[config.mk]
export PLATFORM = sky130hd
export DESIGN_NAME = hazard_stall_ctrl
export DESIGN_NICKNAME = d
export VERILOG_FILES = /design/src/rtl/hazard_stall_ctrl.sv
export SDC_FILE = /design/constraint.sdc
export NUM_CORES = 1
export LEC_CHECK = 0
export ABC_AREA = 1
export CAP_MARGIN = 20
export CELL_PAD_IN_SITES_DETAIL_PLACEMENT = 1
export CELL_PAD_IN_SITES_GLOBAL_PLACEMENT = 2
export CORE_ASPECT_RATIO = 0.6
export CORE_MARGIN = 4
export CORE_UTILIZATION = 22
export CTS_BUF_LIST = sky130_fd_sc_hd__clkbuf_4 sky130_fd_sc_hd__clkbuf_8 sky130_fd_sc_hd__clkbuf_16
export CTS_CLUSTER_DIAMETER = 100
export DETAILED_ROUTE_END_ITERATION = 7
export PLACE_DENSITY = 0.85
export SYNTH_ARGS = -nofsm -noshare
export SYNTH_HDL_FRONTEND = slang
export SYNTH_SLANG_ARGS = --single-unit
export TNS_END_PERCENT = 5
[constraint.sdc]
create_clock -name clk -period 3 [get_ports clk]
set_input_delay 0.6 -clock clk [delete_from_list [all_inputs] [get_ports clk]]
set_output_delay 0.6 -clock clk [all_outputs]
set_load 0.01 [all_outputs]
[src/rtl/hazard_stall_ctrl.sv]
// ID-stage interlock: load-use, MULDIV RAW and MULDIV structural stalls.
// Also sequences the multi-cycle MULDIV unit and flags its writeback.
module hazard_stall_ctrl #(
    parameter int MD_LAT = 4
) (
    input  logic       clk,
    input  logic       reset,
    input  logic       id_valid,
    input  logic [4:0] rs_addr,
    input  logic [4:0] rt_addr,
    input  logic       rs_used,
    input  logic       rt_used,
    input  logic [4:0] ex_rd_addr,
    input  logic       ex_is_load,
    input  logic       ex_regwrite,
    input  logic       md_start,
    input  logic [4:0] md_rd_addr,
    output logic       stall,
    output logic       bubble,
    output logic       md_busy,
    output logic       md_done,
    output logic [4:0] md_wb_addr
);

    localparam int CW = $clog2(MD_LAT + 1);

    typedef enum logic [1:0] {
        IDLE,
        BUSY,
        DONE
    } state_t;

    state_t        state;
    state_t        state_nx;
    logic [CW-1:0] cnt;
    logic [CW-1:0] cnt_nx;
    logic [4:0]    pend;
    logic [4:0]    pend_nx;

    logic occupied;
    logic rs_lu;
    logic rt_lu;
    logic rs_md;
    logic rt_md;
    logic hz_lu;
    logic hz_md;
    logic hz_st;
    logic hold;

    assign occupied = (state != IDLE);

    assign rs_lu = rs_used & (rs_addr == ex_rd_addr);
    assign rt_lu = rt_used & (rt_addr == ex_rd_addr);
    assign hz_lu = ex_is_load & ex_regwrite
                 & (ex_rd_addr != 5'd0) & (rs_lu | rt_lu);

    assign rs_md = rs_used & (rs_addr == pend);
    assign rt_md = rt_used & (rt_addr == pend);
    assign hz_md = occupied & (pend != 5'd0) & (rs_md | rt_md);

    assign hz_st = md_start & occupied;

    assign hold = id_valid & (hz_lu | hz_md | hz_st);

    // Outputs are forced low while reset is held.
    assign stall      = ~reset & hold;
    assign bubble     = ~reset & hold;
    assign md_busy    = ~reset & occupied;
    assign md_done    = ~reset & (state == DONE);
    assign md_wb_addr = md_done ? pend : 5'd0;

    // MULDIV sequencing: accept, count latency, one-cycle writeback.
    always_comb begin
        state_nx = state;
        cnt_nx   = cnt;
        pend_nx  = pend;
        unique case (state)
            IDLE: begin
                if (id_valid & md_start & ~hold) begin
                    pend_nx  = md_rd_addr;
                    cnt_nx   = CW'(MD_LAT - 1);
                    state_nx = BUSY;
                end
            end
            BUSY: begin
                if (cnt == '0) begin
                    state_nx = DONE;
                end else begin
                    cnt_nx = cnt - CW'(1);
                end
            end
            DONE: begin
                state_nx = IDLE;
            end
            default: begin
                state_nx = IDLE;
            end
        endcase
    end

    // State register with synchronous reset; abandons any operation.
    always_ff @(posedge clk) begin
        if (reset) begin
            state <= IDLE;
            cnt   <= '0;
            pend  <= 5'd0;
        end else begin
            state <= state_nx;
            cnt   <= cnt_nx;
            pend  <= pend_nx;
        end
    end

endmodule

==> flow_summary.ini, run 1 <==
[route]
dr.pass1.iters = 4
vias = 1121
drcViolationCount = 0
wl_um = 3290
antenna_left = 0
drt_iter0_drc = 29
viasPerCell = 4.14
wire_per_inst_um = 12.1

[floorplanning]
core_area_mm2 = 0.00414
initial_core_util = 0.230
ioPinCount = 37
dieArea_mm2 = 0.00548
die-height_um = 59.0
die_w_um = 92.9
rows = 18

[synthesis]
synth_warnings = 0
syn-num-nets = 200
yosysSeqAreaShare = 0.210
netlist_area_um2 = 952
post_synth_num_cell_types = 23
synthAdderAreaFrac = 0.0263
syn_avg_cell_area_um2 = 5.60
synth_top_family_by_area = simple AND/OR/NAND/NOR gates
synth_mux_area_frac = 0
synth_xor_area_frac = 0.0276
synth-simple-area-share = 0.488
synth_compound_area_frac = 0.0920
syn_inst = 170
ys_seq_elements = 10

[worst_setup_path]
crit_family = buffers and inverters
worst-path-max-fanout = 3
cp.arrival_ns = 2.23
crit_path_start_kind = input port
cp_common_cell = nand3_1
cpMaxStageDelayCell = clkdlybuf4s50_1
cp_data_required_time_ns = 2.40
worstSetupEndpointType = primary output
slowest_delay_ns = 0.42
r2r_cells = 12
cp-startpoint = ex_rd_addr[1]
critPathBufInv = 5
rr_endpoint = pend[4]
critical_path_class = in2out
crit_chain = clkdlybuf4s50_1 -> buf_4 -> nor2_1 -> nand4_1 -> nand3_1 -> inv_1 -> nand2_2 -> nand3_1 -> nand3_1 -> inv_1 -> dlygate4sd2_1
r2r_slack_ns = 1.28
reg2reg_from = pend[3]

[clock_network]
ctsHoldBuffers = 0
cts-root-buf = clkbuf_8
cts_made_buffers = 3
cts_tree = done
htreeDepth = 1
cts_resized = 4
post_cts.repair.setup_buffers = 0
cts_buffer_depth = 2
clk_pin_slew_ns = 0.05
cts_sinks = 10
clk_latency_ns = 0.23

[final_layout]
num-fill-cells = 555
nNetsFinal = 242
mostFrequentLayoutCells = 46 x nand2_1, 39 x nor2_1, 34 x clkdlybuf4s50_1, 21 x inv_1, 10 x dfxtp_1
post-route-util = 0.350
antennaDiodeCount = 0
syn2layout_area_growth_pct = 52.2
drive_gt1_frac = 0.128
final_common_cell = nand2_1

[place]
io_buffer_count = 36
dp_hpwl_um = 2800
routabilityCongestion = 0.828

[power_and_ir_drop]
vdd_ir_drop_max_uv = 141
p_leak_nw = 0.723
power_mw = 0.494
power_density_mw_per_mm2 = 341

[timing]
slew_headroom = 0.830
min_period_over_period = 0.945
final-hold-violation-count = 0
drv_slew = 0
rsz0062_at_grt = false
setup_viol = 0
period_needed_ns = 2.83
clock.fmax_mhz = 353
tightest_slew_ns = 0.254
clock_skew_ns = 0.00114

[global_route]
grt_pass1_wl_um = 5290
grt_pass1_vias = 1114
overflow = 0
grt_max_degree = 13
antenna_found_initial = 0
track_usage = 0.123

[worst_hold_path]
holdCritPathClass = reg2reg
hold_path_depth = 2
min_from = cnt[0]
hold_end = cnt[0]

[run_status]
status = completed

[flow_run]
maxCapViolations = 0
cell usage after synthesis:
| cell | number | area (µm²) |
|---|---|---|
| a21oi_1 | 2 | 10.0 |
| a21oi_2 | 2 | 17.5 |
| buf_4 | 1 | 7.51 |
| buf_6 | 1 | 11.3 |
| bufinv_8 | 1 | 17.5 |
| clkinv_1 | 1 | 3.75 |
| dfxtp_1 | 10 | 200 |
| ha_1 | 2 | 25.0 |
| inv_1 | 21 | 78.8 |
| inv_2 | 8 | 30.0 |
| nand2_1 | 46 | 173 |
| nand2_2 | 2 | 12.5 |
| nand2_4 | 1 | 11.3 |
| nand3_1 | 9 | 45.0 |
| nand3_2 | 3 | 30.0 |
| nand4_1 | 2 | 12.5 |
| nand4_4 | 1 | 21.3 |
| nor2_1 | 41 | 154 |
| nor3_1 | 1 | 5.00 |
| o21ai_0 | 3 | 15.0 |
| o21ai_1 | 9 | 45.0 |
| xnor2_1 | 1 | 8.76 |
| xor2_1 | 2 | 17.5 |
where the power goes:
part           switching (mW)  internal [mW]  total, mW
logic                  0.0902         0.0789      0.169
clock network          0.0543          0.115      0.170
registers              0.0101          0.145      0.155
per-stage QoR:
step | instance area (µm²) | hold WS [ns] | cells | TNS [ns] | setup slack, ns
3_5_place_dp | 1390 | 0.498 | 267 | -0.147 | -0.0742
4_1_cts | 1450 | 0.502 | 271 | 0 | 0.163
2_1_floorplan | 952 | 0.454 | 170 | 0 | 1.01
6_report | 1450 | 0.498 | 271 | 0 | 0.165
5_1_grt | 1450 | 0.553 | 271 | 0 | 0.0739
3_3_place_gp | 1390 | 0.471 | 267 | -0.184 | -0.0921
per-layer routing:
layer	routed length [µm]	GRT usage	vias up
li1	-	-	598
met1	1870	0.202	487
met2	1160	0.165	34
met3	236	0.0255	2
met4	15	0.0125	0
met5	0	0	-
layout make-up:
type	instances	area [µm²]	area share
Inverter	31	130	0.0898
Timing Repair Buffer	39	380	0.263
Clock buffer	4	55.1	0.0380
Multi-Input combinational cell	127	608	0.420
Sequential cell	10	200	0.138
Tap cell	60	75.1	0.0518
flip-flops by register name, summed over array words and instances, names as in the netlist:
name,count
cnt,3
state,2
pend,5
cell families (layout without fill, tap and decap cells):
kind of cell / count (synthesis) / in the layout
AOI/OAI and AO/OA: 16 / 16
buffers and inverters: 33 / 74
and+or+nand+nor: 106 / 106
xor gates and xnor gates: 3 / 3
DFF: 10 / 10
adders and majority gates: 2 / 2
worst min-delay path: stages (launching register included):
cell and delay, ns:
dfxtp_1 0.31, nor2_1 0.10, nor2_1 0.05
how the worst max path moves through the flow:
stage                                to  slack (ns)  cells past startpoint
after floorplan                   stall        1.01                      9
after global placement            stall       -0.09                     11
after detailed placement         bubble       -0.07                     12
after CTS                 md_wb_addr[1]        0.16                      5
after global routing              stall        0.07                     12
final                             stall        0.17                     11
Power figures use the tool's default switching activity.
==> run 2, diff against run 1 <==
--- a/config.mk
+++ b/config.mk
@@ -15,6 +15,7 @@
 export CTS_BUF_LIST = sky130_fd_sc_hd__clkbuf_4 sky130_fd_sc_hd__clkbuf_8 sky130_fd_sc_hd__clkbuf_16
 export CTS_CLUSTER_DIAMETER = 100
 export DETAILED_ROUTE_END_ITERATION = 7
+export GPL_TIMING_DRIVEN = 0
 export PLACE_DENSITY = 0.85
 export SYNTH_ARGS = -nofsm -noshare
 export SYNTH_HDL_FRONTEND = slang
==> flow_summary.ini, run 2 (same netlist as run 1, synthesis figures left out) <==
[clock_network]
cts_resized = 3
ctsHoldBuffers = 0
htreeDepth = 1
clk_pin_slew_ns = 0.05
post_cts.repair.setup_buffers = 0
cts_tree = done
cts_made_buffers = 3
cts_buffer_depth = 2
clk_latency_ns = 0.24
cts_sinks = 10
cts-root-buf = clkbuf_8

[global_route]
grt_pass1_vias = 1052
antenna_found_initial = 0
overflow = 0
grt_pass1_wl_um = 5020
track_usage = 0.120
grt_max_degree = 11

[power_and_ir_drop]
p_seq_frac = 0.314
power_mw = 0.495
p_leak_nw = 0.764
p_clk_frac = 0.347
vdd_ir_drop_max_uv = 142
power_frac_comb = 0.339
power_density_mw_per_mm2 = 340
switching_share = 0.312
p_int_mw = 0.341
netSwitchingPower_mw = 0.154

[place]
dp_slack_ns = -0.171
dp_hpwl_um = 2690
io_buffer_count = 36
routabilityCongestion = 0.728

[final_layout]
reg_top3 = pend: 5 flops, cnt: 3 flops, state: 2 flops
drive_gt1_frac = 0.119
largest_register_ffs = 5
mostFrequentLayoutCells = 46 x nand2_1, 40 x nor2_1, 29 x clkdlybuf4s50_1, 21 x inv_1, 10 x dfxtp_1
nNetsFinal = 241
regMostFlops = pend
final_common_cell = nand2_1
antennaDiodeCount = 0
syn2layout_area_growth_pct = 53.0

[timing]
clock_skew_ns = 0.00110
min_period_over_period = 0.931
setup_viol = 0
tightest_slew_ns = 0.264
fin_setup_tns_ns = 0
clock.fmax_mhz = 358
drv_slew = 0
rsz0062_at_grt = false
fin_ws_ns = 0.208
final-hold-violation-count = 0
period_needed_ns = 2.79
slew_headroom = 0.824

[floorplanning]
core_area_mm2 = 0.00414
dieArea_mm2 = 0.00548
die-height_um = 59.0
ioPinCount = 37
die_w_um = 92.9
rows = 18
initial_core_util = 0.230

[worst_setup_path]
worst-path-max-fanout = 3
r2r_cells = 9
critical_path_class = in2out
crit_path_start_kind = input port
cp_data_required_time_ns = 2.40
reg2reg_from = pend[4]
cp-startpoint = rs_addr[2]
cp.arrival_ns = 2.19
r2r_slack_ns = 1.51
worstSetupEndpointType = primary output

[route]
antenna_left = 0
drt_iter0_drc = 43
wl_um = 3060
wire_per_inst_um = 11.3
drcViolationCount = 0
dr.pass1.iters = 3
vias = 1080
viasPerCell = 4.00

[worst_hold_path]
min_from = cnt[0]
holdCritPathClass = reg2reg
hold_path_depth = 2

[run_status]
status = completed

[flow_run]
maxCapViolations = 0
==> run 2: power groups by stage <==
stage,Sequential [mW],Clock [mW],Combinational (mW)
floorplan,0.155,0,0.0981
global placement,0.158,0,0.167
detailed placement,0.158,0,0.170
CTS,0.156,0.176,0.171
global route,0.157,0.186,0.191
finish,0.155,0.172,0.168
==> run 2: metal layers <==
| layer | up-vias | GRT usage | share of wire |
|---|---|---|---|
| met3 | 5 | 0.0358 | 0.066 |
| met1 | 453 | 0.198 | 0.59 |
| met4 | 0 | 0.0313 | 0.014 |
| met5 | - | 0 | 0 |
| li1 | 594 | - | - |
| met2 | 28 | 0.139 | 0.33 |
==> run 2: area by class of cell <==
cell class	count	area (µm²)
fill	569	2690
multi-input combinational	127	606
timing repair buffer	36	372
sequential	10	200
inverter	31	130
tap	60	75.1
clock buffer	4	55.1
buffer	2	18.8
==> run 2: worst paths after layout <==
| check | to |
|---|---|
| max | stall |
| min | cnt[0] |
| max reg2reg | pend[0] |
| min reg2reg | cnt[0] |
==> run 2: critical path, stage by stage <==
cell and delay, ns:
clkdlybuf4s50_1 0.50, inv_1 0.07, nand2_1 0.06, nand2_1 0.08, nor2_1 0.11, nand3_1 0.07, nand2_1 0.07, nand2_2 0.09
nand3_1 0.10, nand3_1 0.07, inv_1 0.07, buf_4 0.09, clkdlybuf4s15_1 0.22
==> run 2: through the flow <==
step / instance area, µm² / utilization / hold slack, ns / instances
3_3_place_gp: 1390 / 0.335 / 0.469 / 266
2_1_floorplan: 952 / - / 0.454 / 170
6_report: 1460 / 0.351 / 0.495 / 270
5_1_grt: 1460 / 0.351 / 0.545 / 270
4_1_cts: 1440 / 0.348 / 0.493 / 270
3_5_place_dp: 1390 / 0.335 / 0.482 / 266
==> run 3, diff against run 2 <==
--- a/config.mk
+++ b/config.mk
@@ -10,7 +10,7 @@
 export CELL_PAD_IN_SITES_DETAIL_PLACEMENT = 1
 export CELL_PAD_IN_SITES_GLOBAL_PLACEMENT = 2
 export CORE_ASPECT_RATIO = 0.6
-export CORE_MARGIN = 4
+export CORE_MARGIN = 2
 export CORE_UTILIZATION = 22
 export CTS_BUF_LIST = sky130_fd_sc_hd__clkbuf_4 sky130_fd_sc_hd__clkbuf_8 sky130_fd_sc_hd__clkbuf_16
 export CTS_CLUSTER_DIAMETER = 100
==> flow_summary.ini, run 3 (same netlist as run 1, synthesis figures left out) <==
[timing]
period_needed_ns = 2.85
slew_headroom = 0.816
rsz0062_at_grt = false
tightest_slew_ns = 0.276
clock.fmax_mhz = 351
fin_setup_tns_ns = 0
clock_skew_ns = 0.00194
setup_viol = 0
min_period_over_period = 0.949
drv_slew = 0
final-hold-violation-count = 0

[worst_setup_path]
cp-startpoint = ex_rd_addr[4]
r2r_slack_ns = 1.45
crit_path_start_kind = input port
reg2reg_from = pend[3]
cp-endpoint = stall
r2r_cells = 11
critical_path_class = in2out
cp_data_required_time_ns = 2.40
worst-path-max-fanout = 3
rr_endpoint = pend[0]
cp.arrival_ns = 2.25
worstSetupEndpointType = primary output

[clock_network]
cts_made_buffers = 3
htreeDepth = 1
cts-root-buf = clkbuf_8
cts_buffer_depth = 2
cts_sinks = 10
clk_latency_ns = 0.23
post_cts.repair.setup_buffers = 0
clk_pin_slew_ns = 0.04
cts_tree = done

[place]
dp_hpwl_um = 2620
routabilityCongestion = 0.767
place_area_mm2 = 0.00139
io_buffer_count = 36

[floorplanning]
ioPinCount = 37
core_area_mm2 = 0.00412
rows = 18
die_w_um = 88.9
initial_core_util = 0.231
die-height_um = 55.0
dieArea_mm2 = 0.00489

[global_route]
track_usage = 0.134
grt_pass1_wl_um = 4950
grt_pass1_vias = 1049
antenna_found_initial = 0
overflow = 0
grt_max_degree = 11

[power_and_ir_drop]
vdd_ir_drop_max_uv = 133
power_density_mw_per_mm2 = 336
p_leak_nw = 0.735

[final_layout]
final_common_cell = nand2_1
mostFrequentLayoutCells = 46 x nand2_1, 40 x nor2_1, 30 x clkdlybuf4s50_1, 21 x inv_1, 10 x dfxtp_1
multi_input_area_um2 = 606
nNetsFinal = 241
fin_area_mm2 = 0.00144
antennaDiodeCount = 0
syn2layout_area_growth_pct = 51.4
num-fill-cells = 549
register_area_um2 = 200
regMostFlops = pend
reg_top3 = pend: 5 flops, cnt: 3 flops, state: 2 flops
drive_gt1_frac = 0.119
largest_register_ffs = 5

[run_status]
status = completed

[worst_hold_path]
holdCritPathClass = reg2reg

[route]
viasPerCell = 4.08
wire_per_inst_um = 11.3
vias = 1101
wl_um = 3050
drcViolationCount = 0
antenna_left = 0
dr.pass1.iters = 4
drt_iter0_drc = 53

[flow_run]
maxCapViolations = 0
-- run 3: cell count changes in the layout (fill, tap and decap cells not counted), sizes merged --
cell / change
dlygate4sd2: +4
dlymetal6s2s: -4
clkdlybuf4s15: -1
clkdlybuf4s50: +1
-- run 3: worst max-delay path, stage by stage --
cell	delay (ns)
clkdlybuf4s50_1	0.51
inv_2	0.06
nand2_1	0.06
nand2_1	0.05
nor2_1	0.11
nand3_1	0.10
nand2_1	0.08
nand2_2	0.09
nand3_1	0.10
nand3_1	0.07
inv_1	0.07
buf_4	0.09
dlygate4sd2_1	0.25
-- run 3: worst min-delay path by stage --
stage	endpoint	slack, ns	depth (start not counted)	from
global placement	cnt[0]	0.46	2	cnt[0]
detailed placement	cnt[0]	0.49	2	cnt[0]
CTS	cnt[0]	0.50	2	cnt[0]
floorplan	cnt[0]	0.45	2	cnt[0]
finish	cnt[0]	0.50	2	cnt[0]
global route	pend[1]	0.57	2	pend[1]
-- run 3: where the power goes --
| part | internal, mW | switching [mW] |
|---|---|---|
| sequential | 0.145 | 0.0105 |
| clock | 0.115 | 0.0475 |
| combinational | 0.0782 | 0.0878 |
-- run 3: per-stage QoR --
stage	setup slack, ns	hold WS (ns)	utilization	instances	total power, mW
floorplan	1.01	0.454	-	170	0.254
global placement	-0.168	0.462	0.337	266	0.324
detailed placement	-0.162	0.489	0.337	266	0.327
CTS	0.137	0.503	0.349	270	0.492
global route	0.00695	0.568	0.350	270	0.524
finish	0.153	0.495	0.350	270	0.484
-- run 3: timing repair --
action | in CTS | in global routing
gates resized for setup | 5 | 2
setup endpoints to repair | 2 | 1
hold buffers | 0 | 0
-- run 3: routing by layer --
metal / wire [µm] / global-route usage
met4: 20 / 0.0224
met5: 0 / 0
met2: 1040 / 0.167
met3: 105 / 0.0237
met1: 1880 / 0.228
-- run 3: cell type report --
cell class / count / area share
Multi-Input combinational cell: 127 / 0.420
Timing Repair Buffer: 36 / 0.247
Sequential cell: 10 / 0.139
Inverter: 31 / 0.0903
Tap cell: 60 / 0.0521
Clock buffer: 4 / 0.0382
Buffer: 2 / 0.0130
